==> src/rtl/ult_pkg.sv <==
// Shared types and constants for the ultimate-ability arbiter slice.
package ult_pkg;

    // Arbiter FSM states
    typedef enum logic [1:0] {
        IDLE,
        OFFER,
        ACTIVE
    } ult_state_t;

    // Player identifiers as carried on eff_player
    localparam logic PLAYER1 = 1'b0;
    localparam logic PLAYER2 = 1'b1;

    // Default meter width (also LEDs per player)
    localparam int unsigned METER_BITS_DEF = 8;

endpackage

==> src/rtl/ult_arbiter_if.sv <==
// Handshake bundle between the ult arbiter and the shared effect engine.
interface ult_arbiter_if;

    logic eff_valid;   // ult request offered to effect engine
    logic eff_player;  // owner of offer/active ult, 0 = P1, 1 = P2
    logic eff_ready;   // engine accepts offer
    logic eff_done;    // engine finished, one-cycle pulse

    modport master (
        output eff_valid,
        output eff_player,
        input  eff_ready,
        input  eff_done
    );

    modport slave (
        input  eff_valid,
        input  eff_player,
        output eff_ready,
        output eff_done
    );

endinterface

==> src/rtl/ult_meter.sv <==
// Per-player ultimate meter: health-scaled recharge period, shift-fill meter,
// post-grant key lockout, pending request flag and registered ult_ready.
module ult_meter
    import ult_pkg::*;
#(
    parameter int unsigned TICK_SHIFT     = 22,
    parameter int unsigned METER_BITS     = METER_BITS_DEF,
    parameter int unsigned LOCKOUT_CYCLES = 200000
) (
    input  logic                  clk,
    input  logic                  resetn,
    input  logic [3:0]            health,
    input  logic                  ult_key,
    input  logic                  grant,
    output logic [METER_BITS-1:0] meter,
    output logic                  ult_ready,
    output logic                  pending
);

    localparam logic [31:0] LOCK_LOAD = 32'(LOCKOUT_CYCLES);

    logic [31:0] period_cnt;
    logic [31:0] period_max;
    logic [31:0] lockout_cnt;
    logic        alive;
    logic        tick;

    assign alive      = (health != 4'd0);
    // Threshold follows health immediately; the running count is kept
    assign period_max = (32'(health) << TICK_SHIFT) - 32'd1;
    assign tick       = alive && (period_cnt >= period_max);

    // Recharge period counter, held at zero while dead
    always_ff @(posedge clk or negedge resetn) begin
        if (!resetn) begin
            period_cnt <= '0;
        end else if (!alive || tick) begin
            period_cnt <= '0;
        end else begin
            period_cnt <= period_cnt + 32'd1;
        end
    end

    // Meter fills one LED per tick from the bottom; shifting ones saturates naturally
    always_ff @(posedge clk or negedge resetn) begin
        if (!resetn) begin
            meter <= '0;
        end else if (!alive || grant) begin
            meter <= '0;
        end else if (tick) begin
            meter <= {meter[METER_BITS-2:0], 1'b1};
        end
    end

    // Ready is registered from the meter, so it lags the meter by one cycle
    always_ff @(posedge clk or negedge resetn) begin
        if (!resetn) begin
            ult_ready <= 1'b0;
        end else begin
            ult_ready <= (&meter) && alive;
        end
    end

    // Lockout also masks the stale ult_ready seen in the cycle after a grant
    always_ff @(posedge clk or negedge resetn) begin
        if (!resetn) begin
            lockout_cnt <= '0;
        end else if (grant) begin
            lockout_cnt <= LOCK_LOAD;
        end else if (lockout_cnt != '0) begin
            lockout_cnt <= lockout_cnt - 32'd1;
        end
    end

    // Pending request: death and grant clear it ahead of a new press
    always_ff @(posedge clk or negedge resetn) begin
        if (!resetn) begin
            pending <= 1'b0;
        end else if (!alive || grant) begin
            pending <= 1'b0;
        end else if (ult_key && ult_ready && (lockout_cnt == '0)) begin
            pending <= 1'b1;
        end
    end

endmodule

==> src/rtl/ult_arbiter.sv <==
// Ultimate arbiter top: two player meters, arbitration of the shared effect
// engine (IDLE/OFFER/ACTIVE), forced release on timeout and the LED bar.
// Optional macro ULT_BLINK_EN: full meters blink every BLINK_HALF cycles;
// without it a full meter shows steady all-ones.
module ult_arbiter
    import ult_pkg::*;
#(
    parameter int unsigned TICK_SHIFT     = 22,
    parameter int unsigned METER_BITS     = METER_BITS_DEF,
    parameter int unsigned LOCKOUT_CYCLES = 200000,
    parameter int unsigned ULT_TIMEOUT    = 50000000,
    parameter int unsigned BLINK_HALF     = 10000000
) (
    input  logic                    clk,
    input  logic                    resetn,
    input  logic [3:0]              p1_health,
    input  logic [3:0]              p2_health,
    input  logic                    p1_ult_key,
    input  logic                    p2_ult_key,
    ult_arbiter_if.master           eff,
    output logic                    p1_ult_ready,
    output logic                    p2_ult_ready,
    output logic                    ult_timeout,
    output logic [2*METER_BITS-1:0] led
);

    localparam logic [31:0] TMO_LAST = 32'(ULT_TIMEOUT - 1);

    ult_state_t            state, state_nxt;
    logic                  owner, owner_nxt;
    logic                  last_winner;
    logic [31:0]           tmo_cnt;
    logic [METER_BITS-1:0] p1_meter, p2_meter;
    logic                  p1_pend, p2_pend;
    logic                  p1_grant, p2_grant;
    logic                  owner_alive;
    logic                  timeout_hit;
    logic                  grant_fire;
    logic [METER_BITS-1:0] full_pat;

    ult_meter #(
        .TICK_SHIFT    (TICK_SHIFT),
        .METER_BITS    (METER_BITS),
        .LOCKOUT_CYCLES(LOCKOUT_CYCLES)
    ) u_p1_meter (
        .clk      (clk),
        .resetn   (resetn),
        .health   (p1_health),
        .ult_key  (p1_ult_key),
        .grant    (p1_grant),
        .meter    (p1_meter),
        .ult_ready(p1_ult_ready),
        .pending  (p1_pend)
    );

    ult_meter #(
        .TICK_SHIFT    (TICK_SHIFT),
        .METER_BITS    (METER_BITS),
        .LOCKOUT_CYCLES(LOCKOUT_CYCLES)
    ) u_p2_meter (
        .clk      (clk),
        .resetn   (resetn),
        .health   (p2_health),
        .ult_key  (p2_ult_key),
        .grant    (p2_grant),
        .meter    (p2_meter),
        .ult_ready(p2_ult_ready),
        .pending  (p2_pend)
    );

    assign owner_alive = (owner == PLAYER1) ? (p1_health != 4'd0) : (p2_health != 4'd0);
    assign timeout_hit = (tmo_cnt == TMO_LAST);
    assign grant_fire  = (state == OFFER) && eff.eff_ready && owner_alive;

    // State and owner register
    always_ff @(posedge clk or negedge resetn) begin
        if (!resetn) begin
            state <= IDLE;
            owner <= PLAYER1;
        end else begin
            state <= state_nxt;
            owner <= owner_nxt;
        end
    end

    // Next-state: owner is latched only on IDLE->OFFER
    always_comb begin
        state_nxt = state;
        owner_nxt = owner;
        case (state)
            IDLE: begin
                if (p1_pend || p2_pend) begin
                    state_nxt = OFFER;
                    if (p1_pend && p2_pend) begin
                        owner_nxt = ~last_winner;
                    end else begin
                        owner_nxt = p2_pend ? PLAYER2 : PLAYER1;
                    end
                end
            end
            OFFER: begin
                if (!owner_alive) begin
                    state_nxt = IDLE;
                end else if (eff.eff_ready) begin
                    state_nxt = ACTIVE;
                end
            end
            ACTIVE: begin
                if (eff.eff_done || timeout_hit) begin
                    state_nxt = IDLE;
                end
            end
            default: state_nxt = IDLE;
        endcase
    end

    // FSM outputs: offer strobe, owner, and per-player grant
    always_comb begin
        eff.eff_valid  = (state == OFFER);
        eff.eff_player = owner;
        p1_grant       = grant_fire && (owner == PLAYER1);
        p2_grant       = grant_fire && (owner == PLAYER2);
    end

    // Tie-break history, ACTIVE timeout counter and forced-release pulse
    always_ff @(posedge clk or negedge resetn) begin
        if (!resetn) begin
            last_winner <= PLAYER2;
            tmo_cnt     <= '0;
            ult_timeout <= 1'b0;
        end else begin
            if (grant_fire) begin
                last_winner <= owner;
            end
            tmo_cnt     <= ((state == ACTIVE) && (state_nxt == ACTIVE)) ? tmo_cnt + 32'd1 : '0;
            ult_timeout <= (state == ACTIVE) && timeout_hit && !eff.eff_done;
        end
    end

`ifdef ULT_BLINK_EN
    logic [31:0] blink_cnt;
    logic        blink_on;

    // Free-running blink phase; starts in the off half
    always_ff @(posedge clk or negedge resetn) begin
        if (!resetn) begin
            blink_cnt <= '0;
            blink_on  <= 1'b0;
        end else if (blink_cnt == 32'(BLINK_HALF - 1)) begin
            blink_cnt <= '0;
            blink_on  <= ~blink_on;
        end else begin
            blink_cnt <= blink_cnt + 32'd1;
        end
    end

    assign full_pat = {METER_BITS{blink_on}};
`else
    logic unused_blink_half;
    assign unused_blink_half = ^32'(BLINK_HALF);
    assign full_pat          = '1;
`endif

    function automatic logic [METER_BITS-1:0] led_seg(
        input logic [3:0]            health,
        input logic [METER_BITS-1:0] meter,
        input logic [METER_BITS-1:0] full
    );
        if (health == 4'd0) begin
            return '0;
        end
        if (&meter) begin
            return full;
        end
        return meter;
    endfunction

    // LED bar: P1 on the upper half, P2 on the lower half
    always_comb begin
        led = {led_seg(p1_health, p1_meter, full_pat), led_seg(p2_health, p2_meter, full_pat)};
    end

endmodule

==> src/flat_wrapper.sv <==
// flat-port wrapper written by rule: the top's interface ports become plain ports
module ult_arbiter_flat import ult_pkg::*;
#(
    parameter int unsigned TICK_SHIFT     = 22,
    parameter int unsigned METER_BITS     = METER_BITS_DEF,
    parameter int unsigned LOCKOUT_CYCLES = 200000,
    parameter int unsigned ULT_TIMEOUT    = 50000000,
    parameter int unsigned BLINK_HALF     = 10000000
)
  (clk, resetn, p1_health, p2_health, p1_ult_key, p2_ult_key, p1_ult_ready, p2_ult_ready, ult_timeout, led, eff_eff_valid, eff_eff_player, eff_eff_ready, eff_eff_done);
  ult_arbiter_if eff_i ();
  input  logic clk;
  input  logic resetn;
  input  logic [3:0] p1_health;
  input  logic [3:0] p2_health;
  input  logic p1_ult_key;
  input  logic p2_ult_key;
  output logic p1_ult_ready;
  output logic p2_ult_ready;
  output logic ult_timeout;
  output logic [2*METER_BITS-1:0] led;
  output wire logic [$bits(eff_i.eff_valid)-1:0] eff_eff_valid;
  output wire logic [$bits(eff_i.eff_player)-1:0] eff_eff_player;
  input wire logic [$bits(eff_i.eff_ready)-1:0] eff_eff_ready;
  input wire logic [$bits(eff_i.eff_done)-1:0] eff_eff_done;
  assign eff_eff_valid = eff_i.eff_valid;
  assign eff_eff_player = eff_i.eff_player;
  assign eff_i.eff_ready = eff_eff_ready;
  assign eff_i.eff_done = eff_eff_done;
  ult_arbiter #(.TICK_SHIFT(TICK_SHIFT), .METER_BITS(METER_BITS), .LOCKOUT_CYCLES(LOCKOUT_CYCLES), .ULT_TIMEOUT(ULT_TIMEOUT), .BLINK_HALF(BLINK_HALF)) u_core (.clk(clk), .resetn(resetn), .p1_health(p1_health), .p2_health(p2_health), .p1_ult_key(p1_ult_key), .p2_ult_key(p2_ult_key), .eff(eff_i), .p1_ult_ready(p1_ult_ready), .p2_ult_ready(p2_ult_ready), .ult_timeout(ult_timeout), .led(led));
endmodule
==> config.mk <==
export PLATFORM = sky130hd
export DESIGN_NAME = ult_arbiter_flat
export DESIGN_NICKNAME = d
export VERILOG_FILES = /design/src/rtl/ult_pkg.sv /design/src/rtl/ult_arbiter_if.sv /design/src/rtl/ult_meter.sv /design/src/rtl/ult_arbiter.sv /design/src/flat_wrapper.sv
export SDC_FILE = /design/constraint.sdc
export NUM_CORES = 1
export LEC_CHECK = 0
export ABC_AREA = 1
export BUFFER_PORTS_ARGS = -buffer_cell sky130_fd_sc_hd__buf_2
export CORE_MARGIN = 8
export CORE_UTILIZATION = 44
export CTS_BUF_LIST = sky130_fd_sc_hd__clkbuf_8
export DETAILED_ROUTE_END_ITERATION = 12
export GPL_TIMING_DRIVEN = 0
export PLACE_DENSITY = 0.71
export SYNTH_ARGS = -nofsm -noshare
export SYNTH_HDL_FRONTEND = slang
export SYNTH_SLANG_ARGS = --single-unit
==> constraint.sdc <==
create_clock -name clk -period 2.1 [get_ports clk]
set_clock_uncertainty 0.2 [all_clocks]
set_input_delay 0.63 -clock clk [delete_from_list [all_inputs] [get_ports clk]]
set_output_delay 0.63 -clock clk [all_outputs]
set_load 0.05 [all_outputs]
[Yosys cells after proc, flatten, opt, wreduce, memory -nomap -nowiden]
Cells that the tools add are included.
Storage, ports and cells
  bits in registers: 185
  bits of input ports: 14
  output and inout bits: 21
  logic and storage cells: 110
Operators by class
  add/sub/neg operators: 7
  order comparisons: 2
  eq/ne operators: 4
  muxes and demuxes: 37
  bitwise logic cells: 2
  reductions and logical operators: 43
Operators by type and width (count)
  $mux W32: 7
  $add A32 B1 Y32 const B: 3
  $mux W8: 12
  $ge A32 B32 Y1: 2
  $logic_not A32 Y1: 2
  $reduce_bool A32 Y1: 2
  $sub A32 B1 Y32 const B: 2
  $sub A26 B1 Y27 const B: 2
  $eq A32 B26 Y1 const B: 1
  $logic_and A1 B1 Y1: 16
  $reduce_and A8 Y1: 2
  $mux W1: 13
  $reduce_bool A2 Y1: 6
  $logic_not A4 Y1: 2
  $mux W2: 4
  $reduce_bool A4 Y1: 2
  $logic_or A1 B1 Y1: 6
  $pmux W2 S3: 1
  $eq A2 B2 Y1 const B: 2
  $logic_not A1 Y1: 3
  $eq A2 B1 Y1 const B: 1
  $logic_not A2 Y1: 1
  $not A1 Y1: 2
  $reduce_and A2 Y1: 1

[Logic depth before layout (Yosys ltp)]
Gate-level depths: netlist of run 1.
  depth in word-level cells: 7
  gate-level depth with buffers: 13
  depth with buffers taken out: 12

[By module]
From an unflattened synthesis of run 1, not the netlist that was laid out.
Second synthesis, totals
  cell total of the unflattened synthesis: 1699
  area total of the unflattened synthesis: 11763.8 um2
By module, submodules not included
  ult_meter: instances 2, cells an instance 662, area an instance 4673.2 um2, seq. area each 1851.8 um2
  ult_arbiter: instances 1, cells an instance 375, area an instance 2417.3 um2, seq. area each 927.1 um2

[Least setup slack after synthesis of run 1]
Ideal clock, no wire load.
  path kind: input to output
  start point: in p2_health[0]
  end point: out led[0]
  arrival time: 1.843 ns
  required time: 1.270 ns
  slack: -0.573 ns
  stages: 5
  buffers on the path: 0
  cells stage by stage: inv_1 > ha_1 > nand2_2 > inv_2 > nor2_1
Between the ends
  cells in the longest elaborated chain, start to end: 3
Ends and longest elaborated chain
  from (decl): RTL line flat_wrapper.sv:15  | input logic [3:0] p2_health;
  $logic_not A4 Y1: RTL line ult_arbiter.sv:169  | if (health == 4'd0) begin
  $mux W1: RTL line ult_arbiter.sv:169
  $mux W8: RTL line ult_arbiter.sv:172  | if (&meter) begin
  to (decl): RTL line flat_wrapper.sv:21  | output logic [2*METER_BITS-1:0] led;
Every way passes these cells.

[Final worst setup path of run 1]
  start point: in p1_health[1]
  end point: out led[9]
Between the ends
  cells in the longest elaborated chain, start to end: 3
Ends and longest elaborated chain
  from (decl): RTL line flat_wrapper.sv:14  | input logic [3:0] p1_health;
  $logic_not A4 Y1: RTL line ult_arbiter.sv:169
  $mux W1: RTL line ult_arbiter.sv:169
  $mux W8: RTL line ult_arbiter.sv:172
Every way passes these cells.

==> results.py, run 1 <==
metrics = {
    "synthesis": {
        "syn_nets": 1653,
        "synth.top_cell.area_share_pct": 40.5,
        "synth_top_family_by_area": "simple AND/OR/NAND/NOR gates",
        "syn_area_per_cell_um2": 7.06,
        "ys_warn_count": 0,
        "synth_compound_area_share_pct": 3.34,
        "synthXorXnorAreaFrac_pct": 5.93,
        "synth_area_um2": 11400,
        "synth.area.top_cells": "dfrtp_1 40%, nand2_1 15%, nor2_1 13%",
        "synth_cell_types": 41,
        "ys_seq_area_share_pct": 40.7,
        "synth_ff_type": "dfrtp_1",
        "ys_seq_elements": 185,
        "synth-simple-area-share_pct": 40.0,
        "synth_edf_count": 0,
        "synth_cells": 1612,
        "synthAdderAreaFrac_pct": 2.97,
        "postSynth.asyncResetShare_pct": 100,
        "muxShareOfSynthArea_pct": 0,
        "yosysTopAreaCell": "dfrtp_1",
    },
    "timing": {
        "rsz0062_at_grt": "true",
        "final-hold-violation-count": 0,
        "setup_slack_ns": -0.191,
        "fin_crit_ns": 2.29,
        "fmax_mhz": 437,
        "holdWs_ns": 0.208,
        "worst_slew_pin_slew_ns": 0.680,
        "finalMaxSlewViolations": 0,
        "post-route-period-util_pct": 109,
        "relSlewSlack_pct": 54.3,
        "setup_viol": 89,
    },
    "worst_setup_path": {
        "cp_slowest_cell": "ha_4",
        "crit_path_max_fanout": 4,
        "crit_buf_inv": 5,
        "cp_cell_sequence": "buf_12 > inv_12 > ha_4 > nand2_8 > buf_12 > inv_8 > nor2_4 > buf_8",
        "endpoint_kind": "primary output",
        "crit_path_start_kind": "input port",
        "critPathArrivalTime_ns": 1.46,
        "ff2ff_setup_slack_ns": -0.03,
        "cpMostUsedCell": "buf_12",
        "path_delay_family": "buffers and inverters",
        "crit_type": "input port to primary output",
        "crit_required_ns": 1.27,
        "cpPeakStageDelay_ns": 0.16,
    },
    "grt": {
        "grt_max_degree": 101,
        "grt_pass1_vias": 10000,
        "groute.usage.overall_pct": 18.6,
        "grt-ovfl-total": 0,
        "antenna_found_initial": 0,
        "grt_pass1_wl_um": 48100,
    },
    "drt": {
        "via_count": 10500,
        "vias_per_cell": 5.12,
        "ant_nets": 0,
        "routed_wl_um": 29300,
        "dr.pass1.iters": 5,
        "drc": 0,
        "drt_iter0_drc": 875,
        "routedWlPerCell_um": 14.3,
    },
    "power_and_ir_drop": {
        "ir_drop_mv": 0.489,
        "p_per_area_nw_per_um2": 739,
        "leakagePower_nw": 6.14,
    },
    "cells_and_area": {
        "antenna_cells": 0,
        "syn_to_final_growth_pct": 23.6,
        "layout_common_cells": "414 x nand2_1, 314 x nor2_1, 183 x dfrtp_1",
        "final_common_cell": "nand2_1",
        "nets": 1749,
        "fillers": 2372,
        "drive_gt1_share_pct": 18.5,
        "final-instance-count-excl-fill": 2056,
    },
    "floorplanning": {
        "start_util_pct": 44.3,
        "die_x_um": 177,
        "fp-row-count": 59,
        "ioPinCount": 35,
        "die_y_um": 177,
        "die_area_um2": 31300,
        "core-area_um2": 25700,
    },
    "cts": {
        "clkLatencyLatePin_ns": 0.48,
        "htreeDepth": 4,
        "clock-sinks": 185,
        "cts_inserted_buffers": 17,
        "cts_tree": "yes",
        "clock_path_buffers": 2,
        "clk_pin_slew_ns": 0.09,
        "clock-root-buffer": "clkbuf_8",
    },
    "placement": {
        "hpwlAfterDp_um": 20800,
        "routabilityCongestion": 0.917,
        "place_inst": 1982,
        "io_buffers": 34,
        "post-place-ws_ns": -0.743,
    },
    "status": {
        "outcome": "complete, but fails checks",
        "violations": "negative setup slack",
    },
    "min_path": {
        "hp-class": "input port to flop",
    },
    "run": {
        "drv_cap": 0,
    },
}
==> kinds of logic after synthesis <==
logic type	Yosys count
adder cells (fa/ha/maj)	27
flip-flops	185
AO/OA/AOI/OAI	61
AND/OR/NAND/NOR	1074
buffers and inverters	188
XOR/XNOR	77
==> area by class of cell <==
| type | instances | area [µm²] | area share [%] |
|---|---|---|---|
| clock inverter | 12 | 114 | 0.810 |
| clock buffer | 20 | 275 | 1.96 |
| tap | 335 | 419 | 2.98 |
| inverter | 168 | 702 | 4.99 |
| multi-input combinational | 1240 | 6850 | 48.8 |
| timing repair buffer | 74 | 835 | 5.94 |
| buffer | 20 | 205 | 1.46 |
| sequential | 185 | 4630 | 32.9 |
| timing repair inverter | 2 | 22.5 | 0.160 |
==> through the flow <==
stage	area [µm²]	setup TNS, ns	total power, mW	utilization (%)
after floorplan	11800	-13.69	6.66	-
after global placement	12400	-595.60	7.28	48.1
after detailed placement	12400	-65.67	7.36	48.3
after CTS	13500	-7.30	10.2	52.5
after global routing	14100	-14.61	11.0	54.7
final	14100	-10.16	10.4	54.7
==> Yosys cell counts, types with 6 or more instances <==
library cell and n:
nand3_1 101, or2_2 7, nor2_1 401, o21ai_0 20
a21oi_1 14, nand2_1 440, buf_2 7, dfrtp_1 184
ha_1 27, nand4_1 37, buf_6 9, o21bai_1 18
nor3_1 47, nand2_2 6, nor2_4 7, inv_1 162
xnor2_1 31, xor2_1 46
==> final timing paths <==
check                                                            end                                      start  cells past startpoint
max                                                           led[9]                               p1_health[1]                      8
min                                        u_core.state[0]$_DFF_PN0_                              eff_eff_ready                      2
max reg2reg                u_core.u_p1_meter.period_cnt[0]$_DFF_PN0_  u_core.u_p1_meter.period_cnt[0]$_DFF_PN0_                     10
min reg2reg                              u_core.tmo_cnt[0]$_DFF_PN0_                u_core.tmo_cnt[0]$_DFF_PN0_                      1
max in group asynchronous  u_core.u_p2_meter.period_cnt[3]$_DFF_PN0_                                     resetn                      3
min in group asynchronous               u_core.tmo_cnt[18]$_DFF_PN0_                                     resetn                      2
==> state kept, by name (all words and copies together) (netlist names) <==
name                           cells
u_core.u_p1_meter.lockout_cnt     32
u_core.last_winner                 1
u_core.u_p2_meter.ult_ready        1
u_core.u_p1_meter.pending          1
u_core.u_p2_meter.meter            8
u_core.u_p2_meter.pending          1
u_core.state                       2
u_core.u_p2_meter.period_cnt      32
u_core.u_p1_meter.period_cnt      32
u_core.u_p2_meter.lockout_cnt     32
u_core.ult_timeout                 1
u_core.u_p1_meter.meter            8
u_core.u_p1_meter.ult_ready        1
u_core.eff.eff_player              1
u_core.tmo_cnt                    32
==> metal layers <==
layer	vias to the layer above	track usage [%]	part of all wire, %
li1	5241	-	-
met1	4985	23.9	44
met2	244	31.4	50
met3	50	2.86	3.6
met4	0	6.09	2.2
met5	-	0	0
==> where the power goes <==
part	internal [mW]	switching, mW	leakage [nW]	total [mW]
Sequential	4.09	0.470	2.46	4.56
Combinational	1.32	2.07	3.47	3.40
Clock	1.05	1.37	0.205	2.42
==> what timing repair did <==
action	4_1_cts	5_1_grt
gates cloned	8	1
setup endpoints to repair	137	149
setup buffers	21	13
hold buffers	1	0
hold endpoints to repair	85	0
pin swaps	22	28
resized for setup	121	133
No activity file was read; power rests on OpenSTA's default activity.
==> run 2, diff against run 1 <==
--- a/config.mk
+++ b/config.mk
@@ -7,12 +7,14 @@
 export LEC_CHECK = 0
 export ABC_AREA = 1
 export BUFFER_PORTS_ARGS = -buffer_cell sky130_fd_sc_hd__buf_2
+export CELL_PAD_IN_SITES_DETAIL_PLACEMENT = 2
+export CELL_PAD_IN_SITES_GLOBAL_PLACEMENT = 2
 export CORE_MARGIN = 8
-export CORE_UTILIZATION = 44
+export CORE_UTILIZATION = 38
 export CTS_BUF_LIST = sky130_fd_sc_hd__clkbuf_8
 export DETAILED_ROUTE_END_ITERATION = 12
 export GPL_TIMING_DRIVEN = 0
-export PLACE_DENSITY = 0.71
+export PLACE_DENSITY = 0.94
 export SYNTH_ARGS = -nofsm -noshare
 export SYNTH_HDL_FRONTEND = slang
 export SYNTH_SLANG_ARGS = --single-unit
==> run 2 against run 1 <==
The run still ends with negative setup slack left. Sequential share of layout area fell by 1.9 points. Utilization fell by 4.0 points. Final area rose by 6.6%. Sequential cell count unchanged. Sequential power is 10% higher. Critical path depth is 1 higher. Clock-buffer cell count decreased by 3. Global-route usage grew 13 points. Via count increased by 27%. Cell count is 3.9% higher. Power rose by 24%. Register-to-register slack lost 0.84 ns. Highest routed layer is now met5.
==> results.py, run 2 (synthesized netlist as in run 1, its figures left out) <==
metrics = {
    "worst_setup_path": {
        "crit_path_max_fanout": 5,
        "ff2ff_setup_slack_ns": -0.87,
        "endpoint_kind": "flop",
        "crit_required_ns": 2.38,
        "critPathArrivalTime_ns": 3.25,
        "crit_type": "flop to flop",
        "r2r.worst_path.cells": 9,
        "cp_cell_sequence": "ha_4 > nand2_4 > a21oi_1 > nor2_2 > nand2_2 > nor2_4 > nand3_4 > buf_12 > a21oi_4",
        "cp_slowest_cell": "dfrtp_1",
        "cpPeakStageDelay_ns": 0.78,
        "crit_path_start_kind": "flop",
    },
    "power_and_ir_drop": {
        "leakagePower_nw": 6.38,
        "ir_drop_mv": 0.776,
        "p_total_mw": 12.9,
        "p_per_area_nw_per_um2": 859,
    },
    "grt": {
        "grt-ovfl-total": 0,
        "grt_max_degree": 107,
        "grt_pass1_wl_um": 87800,
        "grt_pass1_vias": 14300,
        "groute.usage.overall_pct": 31.9,
        "antenna_found_initial": 8,
    },
    "floorplanning": {
        "start_util_pct": 38.5,
        "die_y_um": 189,
        "fp-row-count": 63,
        "ioPinCount": 35,
        "die_x_um": 189,
        "die_area_um2": 35700,
        "core-area_um2": 29600,
    },
    "timing": {
        "rsz0062_at_grt": "true",
        "relSlewSlack_pct": 23.5,
        "holdWs_ns": 0.108,
        "fin_crit_ns": 2.97,
        "post-route-period-util_pct": 141,
        "setup_slack_ns": -0.868,
        "finalMaxSlewViolations": 0,
        "setup_viol": 139,
        "final-hold-violation-count": 0,
        "fmax_mhz": 337,
        "worst_slew_pin_slew_ns": 1.14,
    },
    "cells_and_area": {
        "fin_area_um2": 15000,
        "drive_gt1_share_pct": 25.5,
        "syn_to_final_growth_pct": 31.8,
        "layout_common_cells": "401 x nand2_1, 266 x nor2_1, 171 x dfrtp_1",
        "final_common_cell": "nand2_1",
        "nets": 1773,
        "fillers": 3299,
    },
    "drt": {
        "drt_iter0_drc": 1124,
        "via_count": 13300,
        "routed_wl_um": 72200,
        "vias_per_cell": 6.23,
        "dr.pass1.iters": 5,
        "ant_nets": 0,
        "routedWlPerCell_um": 33.8,
        "drc": 0,
    },
    "placement": {
        "io_buffers": 34,
        "dpl_cell_area_um2": 12500,
        "hpwlAfterDp_um": 32600,
        "routabilityCongestion": 0.857,
    },
    "status": {
        "violations": "negative setup slack",
        "outcome": "complete, but fails checks",
    },
    "cts": {
        "clock-root-buffer": "clkbuf_8",
        "clk_pin_slew_ns": 0.16,
        "clkLatencyLatePin_ns": 0.60,
        "cts_tree": "yes",
        "clock_path_buffers": 2,
        "clock-sinks": 185,
        "htreeDepth": 4,
        "cts_inserted_buffers": 17,
    },
    "min_path": {
        "whs_path_depth": 2,
        "hp-class": "input port to flop",
    },
    "run": {
        "drv_cap": 0,
    },
}
-- run 2: cell count changes in the layout (fill, tap and decap cells not counted), sizes merged --
cell / change
buf: +26
bufinv: +2
clkbuf: -3
clkinv: +4
clkinvlp: +2
diode: +2
inv: -6
nand2: -1
-- run 2: layout make-up --
| cell class | count | area (µm²) | share of cell area [%] |
|---|---|---|---|
| Timing Repair Buffer | 104 | 1220 | 8.15 |
| Timing Repair inverter | 1 | 11.3 | 0.0751 |
| Sequential cell | 185 | 4650 | 31.0 |
| Clock inverter | 15 | 173 | 1.15 |
| Antenna cell | 2 | 5.00 | 0.0334 |
| Inverter | 168 | 718 | 4.79 |
| Multi-Input combinational cell | 1239 | 7320 | 48.8 |
| Clock buffer | 17 | 234 | 1.56 |
| Buffer | 16 | 171 | 1.14 |
| Tap cell | 390 | 488 | 3.26 |
-- run 2: worst max-delay path: cells and delay by family (launching register included) --
| family | cells | cell delay, ns |
|---|---|---|
| compound gates | 2 | 0.38 |
| fa+ha+maj | 1 | 0.32 |
| buf+inv | 1 | 0.24 |
| flops | 1 | 0.78 |
| simple gates | 5 | 0.90 |
-- run 2: worst paths after layout --
kind                                                            start                                          to
max                        u_core.u_p2_meter.period_cnt[30]$_DFF_PN0_  u_core.u_p2_meter.period_cnt[30]$_DFF_PN0_
min                                                     eff_eff_ready                   u_core.state[0]$_DFF_PN0_
max reg2reg                u_core.u_p2_meter.period_cnt[30]$_DFF_PN0_  u_core.u_p2_meter.period_cnt[30]$_DFF_PN0_
min reg2reg                            u_core.last_winner$_DFFE_PN1P_              u_core.last_winner$_DFFE_PN1P_
max in group asynchronous                                      resetn   u_core.u_p2_meter.period_cnt[6]$_DFF_PN0_
min in group asynchronous                                      resetn                u_core.tmo_cnt[31]$_DFF_PN0_
-- run 2: routing by layer --
layer	share of wire (%)	routed length (µm)	vias to the layer above	track usage (%)
met5	0.086	62	-	0
met4	9.8	7110	10	20.4
met3	7.1	5120	433	4.80
met2	48	35000	809	56.9
met1	35	24900	6760	35.0
li1	-	-	5307	-
-- run 2: timing repair --
item                                    in CTS  in global routing
pin swaps                                   28                 58
setup buffers                               39                 27
endpoints found under the setup margin     163                190
hold buffers                                 1                  0
hold endpoints to repair                     2                  0
resized for setup                          162                260
cloned                                       7                  0
-- run 2: where the power goes --
group	internal, mW	leakage, nW	switching, mW
Sequential	4.10	2.45	0.933
Combinational	1.58	3.73	3.28
Clock	1.18	0.203	1.80
-- run 2: metrics by stage --
step                TNS (ns)  worst slack (ns)  cells  util, %
finish                -48.53            -0.868   2137     50.7
global route          -49.37            -0.801   2136     50.7
CTS                    -9.37            -0.192   2114     47.0
detailed placement    -78.59            -0.777   2037     42.2
global placement     -636.16             -3.14   2036     42.1
floorplan             -13.69            -0.213   1612        -
==> run 3, diff against run 2 <==
--- a/config.mk
+++ b/config.mk
@@ -5,12 +5,11 @@
 export SDC_FILE = /design/constraint.sdc
 export NUM_CORES = 1
 export LEC_CHECK = 0
-export ABC_AREA = 1
 export BUFFER_PORTS_ARGS = -buffer_cell sky130_fd_sc_hd__buf_2
 export CELL_PAD_IN_SITES_DETAIL_PLACEMENT = 2
 export CELL_PAD_IN_SITES_GLOBAL_PLACEMENT = 2
 export CORE_MARGIN = 8
-export CORE_UTILIZATION = 38
+export CORE_UTILIZATION = 42
 export CTS_BUF_LIST = sky130_fd_sc_hd__clkbuf_8
 export DETAILED_ROUTE_END_ITERATION = 12
 export GPL_TIMING_DRIVEN = 0
==> run 3 against run 2 <==
Area after synthesis shrank 13%. Synthesized cell count shrank 35%. The flow now stops in clock tree synthesis (4_1_cts).
==> results.py, run 3 <==
metrics = {
    "status": {
        "outcome": "aborted with a tool error",
        "haltStage": "clock tree synthesis (4_1_cts)",
        "error": "[ERROR DPL-0033] detailed placement checks failed during check placement.",
    },
    "synthesis": {
        "synth_area_um2": 9860,
        "synth.area.top_cells": "dfrtp_1 47%, nor2_1 5.3%, xor2_1 4.6%",
        "syn_area_per_cell_um2": 9.42,
        "yosysTopAreaCell": "dfrtp_1",
        "ys_seq_elements": 185,
        "ys_seq_area_share_pct": 47.0,
        "synth_cell_types": 55,
        "syn_nets": 1088,
        "synth_ff_type": "dfrtp_1",
        "synthTopCellsByCount": "184 x dfrtp_1, 138 x nor2_1, 74 x nand2_1",
        "synth.most_common_cell": "dfrtp_1",
        "ys_warn_count": 0,
        "synth_cells": 1047,
        "postSynth.asyncResetShare_pct": 100,
        "synth_edf_count": 0,
        "synth.top_cell.area_share_pct": 46.7,
    },
    "cts": {
        "cts_resized": 358,
        "clock_path_buffers": 2,
        "clock-sinks": 185,
        "clock-root-buffer": "clkbuf_8",
        "htreeDepth": 4,
        "post-cts-setup-buffers": 96,
        "hold_buffers": 1,
        "cts_inserted_buffers": 17,
    },
    "floorplanning": {
        "die_x_um": 169,
        "die_y_um": 169,
        "fp-row-count": 56,
        "ioPinCount": 35,
        "start_util_pct": 42.4,
    },
    "placement": {
        "io_buffers": 34,
        "routabilityCongestion": 0.759,
        "place_inst": 1401,
        "hpwlAfterDp_um": 23900,
    },
}
run 3: logic make-up after synthesis:
kind of cell	share of synthesized area (%)
AND/OR/NAND/NOR	28.7
flip-flops	47.0
AO/OA/AOI/OAI	8.02
XOR/XNOR	8.71
buffers and inverters	2.34
adder cells (fa/ha/maj)	3.43
multiplexers	1.83
run 3: metrics by stage:
stage	TNS, ns	area, µm²	worst slack [ns]
detailed placement	-198.93	11100	-1.60
floorplan	-76.85	10500	-0.723
global placement	-717.22	11000	-3.34
==> run 4, diff against run 3 <==
--- a/config.mk
+++ b/config.mk
@@ -6,14 +6,11 @@
 export NUM_CORES = 1
 export LEC_CHECK = 0
 export BUFFER_PORTS_ARGS = -buffer_cell sky130_fd_sc_hd__buf_2
-export CELL_PAD_IN_SITES_DETAIL_PLACEMENT = 2
-export CELL_PAD_IN_SITES_GLOBAL_PLACEMENT = 2
 export CORE_MARGIN = 8
-export CORE_UTILIZATION = 42
-export CTS_BUF_LIST = sky130_fd_sc_hd__clkbuf_8
+export CORE_UTILIZATION = 29
 export DETAILED_ROUTE_END_ITERATION = 12
 export GPL_TIMING_DRIVEN = 0
-export PLACE_DENSITY = 0.94
+export PLACE_DENSITY_LB_ADDON = 0.15
 export SYNTH_ARGS = -nofsm -noshare
 export SYNTH_HDL_FRONTEND = slang
 export SYNTH_SLANG_ARGS = --single-unit
==> run 4 against run 3 <==
The flow now finishes, with violations (negative hold slack, negative setup slack). Synthesized cell count unchanged. Area after synthesis stayed put.
==> results.py, run 4 <==
metrics = {
    "status": {
        "outcome": "complete, but fails checks",
        "violations": "negative hold slack, negative setup slack",
    },
    "worst_setup_path": {
        "critPathArrivalTime_ns": 2.98,
        "cp_slowest_cell": "or4_4",
        "crit_required_ns": 2.27,
        "cpMostUsedCell": "or4_4",
        "path_delay_family": "simple AND/OR/NAND/NOR gates",
        "cp_cell_sequence": "or4_4 > or4b_4 > or4_4 > or3_1 > a21oi_2",
        "cpPeakStageDelay_ns": 0.58,
        "crit_buf_inv": 0,
        "crit_path_max_fanout": 5,
        "endpoint_kind": "flop",
        "crit_path_start_kind": "flop",
        "crit_type": "flop to flop",
    },
    "timing": {
        "fmax_mhz": 356,
        "relSlewSlack_pct": 45.9,
        "holdWs_ns": -0.0184,
        "finalMaxSlewViolations": 0,
        "fin_crit_ns": 2.81,
        "setup_viol": 190,
        "final-hold-violation-count": 7,
        "post-route-period-util_pct": 134,
        "setup_slack_ns": -0.710,
        "rsz0062_at_grt": "true",
        "worst_slew_pin_slew_ns": 0.805,
    },
    "cells_and_area": {
        "layout_common_cells": "176 x dfrtp_1, 71 x nand2_1, 67 x buf_4",
        "nets": 1251,
        "drive_gt1_share_pct": 38.6,
        "syn_to_final_growth_pct": 45.5,
        "final-instance-count-excl-fill": 1671,
        "antenna_cells": 0,
        "final_common_cell": "dfrtp_1",
    },
    "cts": {
        "cts_tree": "yes",
        "clk_pin_slew_ns": 0.08,
        "clock-root-buffer": "clkbuf_16",
        "clock_path_buffers": 2,
        "clkLatencyLatePin_ns": 0.44,
        "hold_buffers": 0,
        "cts_inserted_buffers": 17,
        "htreeDepth": 4,
        "clock-sinks": 185,
    },
    "grt": {
        "grt_max_degree": 95,
        "gr-usage-met2_pct": 21.1,
        "use_met3_pct": 2.32,
        "top_usage_layer": "met2",
        "grt-ovfl-total": 0,
        "grt_pass1_vias": 8429,
        "grt_pass1_wl_um": 44100,
        "met1_usage_pct": 17.7,
        "groute.usage.overall_pct": 13.1,
        "antenna_found_initial": 0,
    },
    "min_path": {
        "hp-class": "input port to async pin",
    },
    "floorplanning": {
        "die_x_um": 200,
        "core-area_um2": 33500,
        "ioPinCount": 35,
        "fp-row-count": 67,
        "die_y_um": 200,
        "start_util_pct": 29.4,
        "die_area_um2": 40200,
    },
    "drt": {
        "drc": 0,
        "routedWlPerCell_um": 16.0,
        "via_count": 8439,
        "vias_per_cell": 5.05,
        "ant_nets": 0,
        "dr.pass1.iters": 4,
        "drt_iter0_drc": 300,
        "routed_wl_um": 26800,
    },
    "power_and_ir_drop": {
        "p_seq_share_pct": 44.6,
        "p_switching_mw": 2.97,
        "switching_share_pct": 31.3,
        "leakagePower_nw": 5.72,
        "pwr-share-clk_pct": 35.4,
        "internal-power_mw": 6.50,
        "ir_drop_mv": 0.526,
        "comb_power_share_pct": 20.0,
        "p_per_area_nw_per_um2": 660,
        "p_total_mw": 9.47,
    },
    "synthesis": {
        "synth.area.top_cells": "dfrtp_1 47%, nor2_1 5.3%, xor2_1 4.6%",
        "synth_cells": 1047,
        "postSynth.asyncResetShare_pct": 100,
        "synth_cell_types": 55,
        "syn_area_per_cell_um2": 9.42,
        "ys_seq_area_share_pct": 47.0,
        "synthTopCellsByCount": "184 x dfrtp_1, 138 x nor2_1, 74 x nand2_1",
        "synth.most_common_cell": "dfrtp_1",
        "synth_area_um2": 9860,
        "syn_nets": 1088,
        "synth.top_cell.area_share_pct": 46.7,
        "ys_seq_elements": 185,
        "ys_warn_count": 0,
        "synth_edf_count": 0,
        "synth_ff_type": "dfrtp_1",
        "yosysTopAreaCell": "dfrtp_1",
    },
    "placement": {
        "hpwlAfterDp_um": 16400,
        "place_inst": 1530,
        "io_buffers": 34,
        "routabilityCongestion": 0.756,
        "post-place-ws_ns": -1.49,
    },
    "run": {
        "drv_cap": 0,
    },
}
-- run 4: cell counts after synthesis --
Identical to the previous run, type by type.
-- run 4: layer usage --
layer | wire length (µm) | up-vias
li1 | - | 4121
met1 | 12900 | 4228
met2 | 13000 | 68
met3 | 534 | 22
met4 | 396 | 0
met5 | 0 | -
-- run 4: power groups by stage --
stage | Sequential, mW | Combinational (mW) | Clock [mW]
3_5_place_dp | 4.21 | 1.29 | 0
2_1_floorplan | 4.14 | 0.970 | 0
6_report | 4.23 | 1.89 | 3.35
4_1_cts | 4.21 | 1.77 | 3.47
3_3_place_gp | 4.22 | 1.27 | 0
5_1_grt | 4.27 | 2.08 | 3.61
-- run 4: timing repair --
| action | CTS | global route |
|---|---|---|
| pin swaps | 90 | 71 |
| resized for setup | 249 | 157 |
| cloned | 12 | 2 |
| setup buffers | 70 | 30 |
| setup endpoints to repair | 198 | 195 |
-- run 4: area by class of cell --
| class | count | area (µm²) |
|---|---|---|
| Clock buffer | 18 | 439 |
| Multi-Input combinational cell | 804 | 6420 |
| Sequential cell | 185 | 4640 |
| Buffer | 35 | 468 |
| Clock inverter | 14 | 156 |
| Tap cell | 448 | 561 |
| Fill cell | 3265 | 19200 |
| Timing Repair Buffer | 146 | 1530 |
| Inverter | 21 | 120 |
-- run 4: metrics by stage --
step                      utilization [%]  instance area [µm²]  setup TNS (ns)
after floorplan                         -                10500          -76.85
after global placement               33.4                11200         -776.46
after detailed placement             33.5                11200         -179.25
after CTS                            40.4                13600          -86.52
after global routing                 42.8                14300          -99.04
final                                42.8                14300          -78.66
-- run 4: cells by family (layout without fill, tap and decap cells) --
group	count (synthesis)	after routing	share of synthesized area (%)
AND/OR/NAND/NOR	532	532	28.7
flip-flops	185	185	47.0
AO/OA/AOI/OAI	129	129	8.02
XOR/XNOR	98	98	8.71
buffers and inverters	58	234	2.34
adder cells (fa/ha/maj)	27	27	3.43
multiplexers	18	18	1.83
-- run 4: final timing paths --
check,slack (ns),from,cells past startpoint,end
worst max-delay path,-0.71,u_core.u_p2_meter.lockout_cnt[5]$_DFFE_PN0P_,5,u_core.u_p2_meter.lockout_cnt[28]$_DFFE_PN0P_
worst min-delay path,-0.02,resetn,1,u_core.tmo_cnt[12]$_DFF_PN0_
worst max register to register,-0.71,u_core.u_p2_meter.lockout_cnt[5]$_DFFE_PN0P_,5,u_core.u_p2_meter.lockout_cnt[28]$_DFFE_PN0P_
worst min register to register,0.26,u_core.last_winner$_DFFE_PN1P_,2,u_core.last_winner$_DFFE_PN1P_
max in group asynchronous,0.78,resetn,2,u_core.u_p1_meter.lockout_cnt[3]$_DFFE_PN0P_
min in group clk,0.26,u_core.last_winner$_DFFE_PN1P_,2,u_core.last_winner$_DFFE_PN1P_
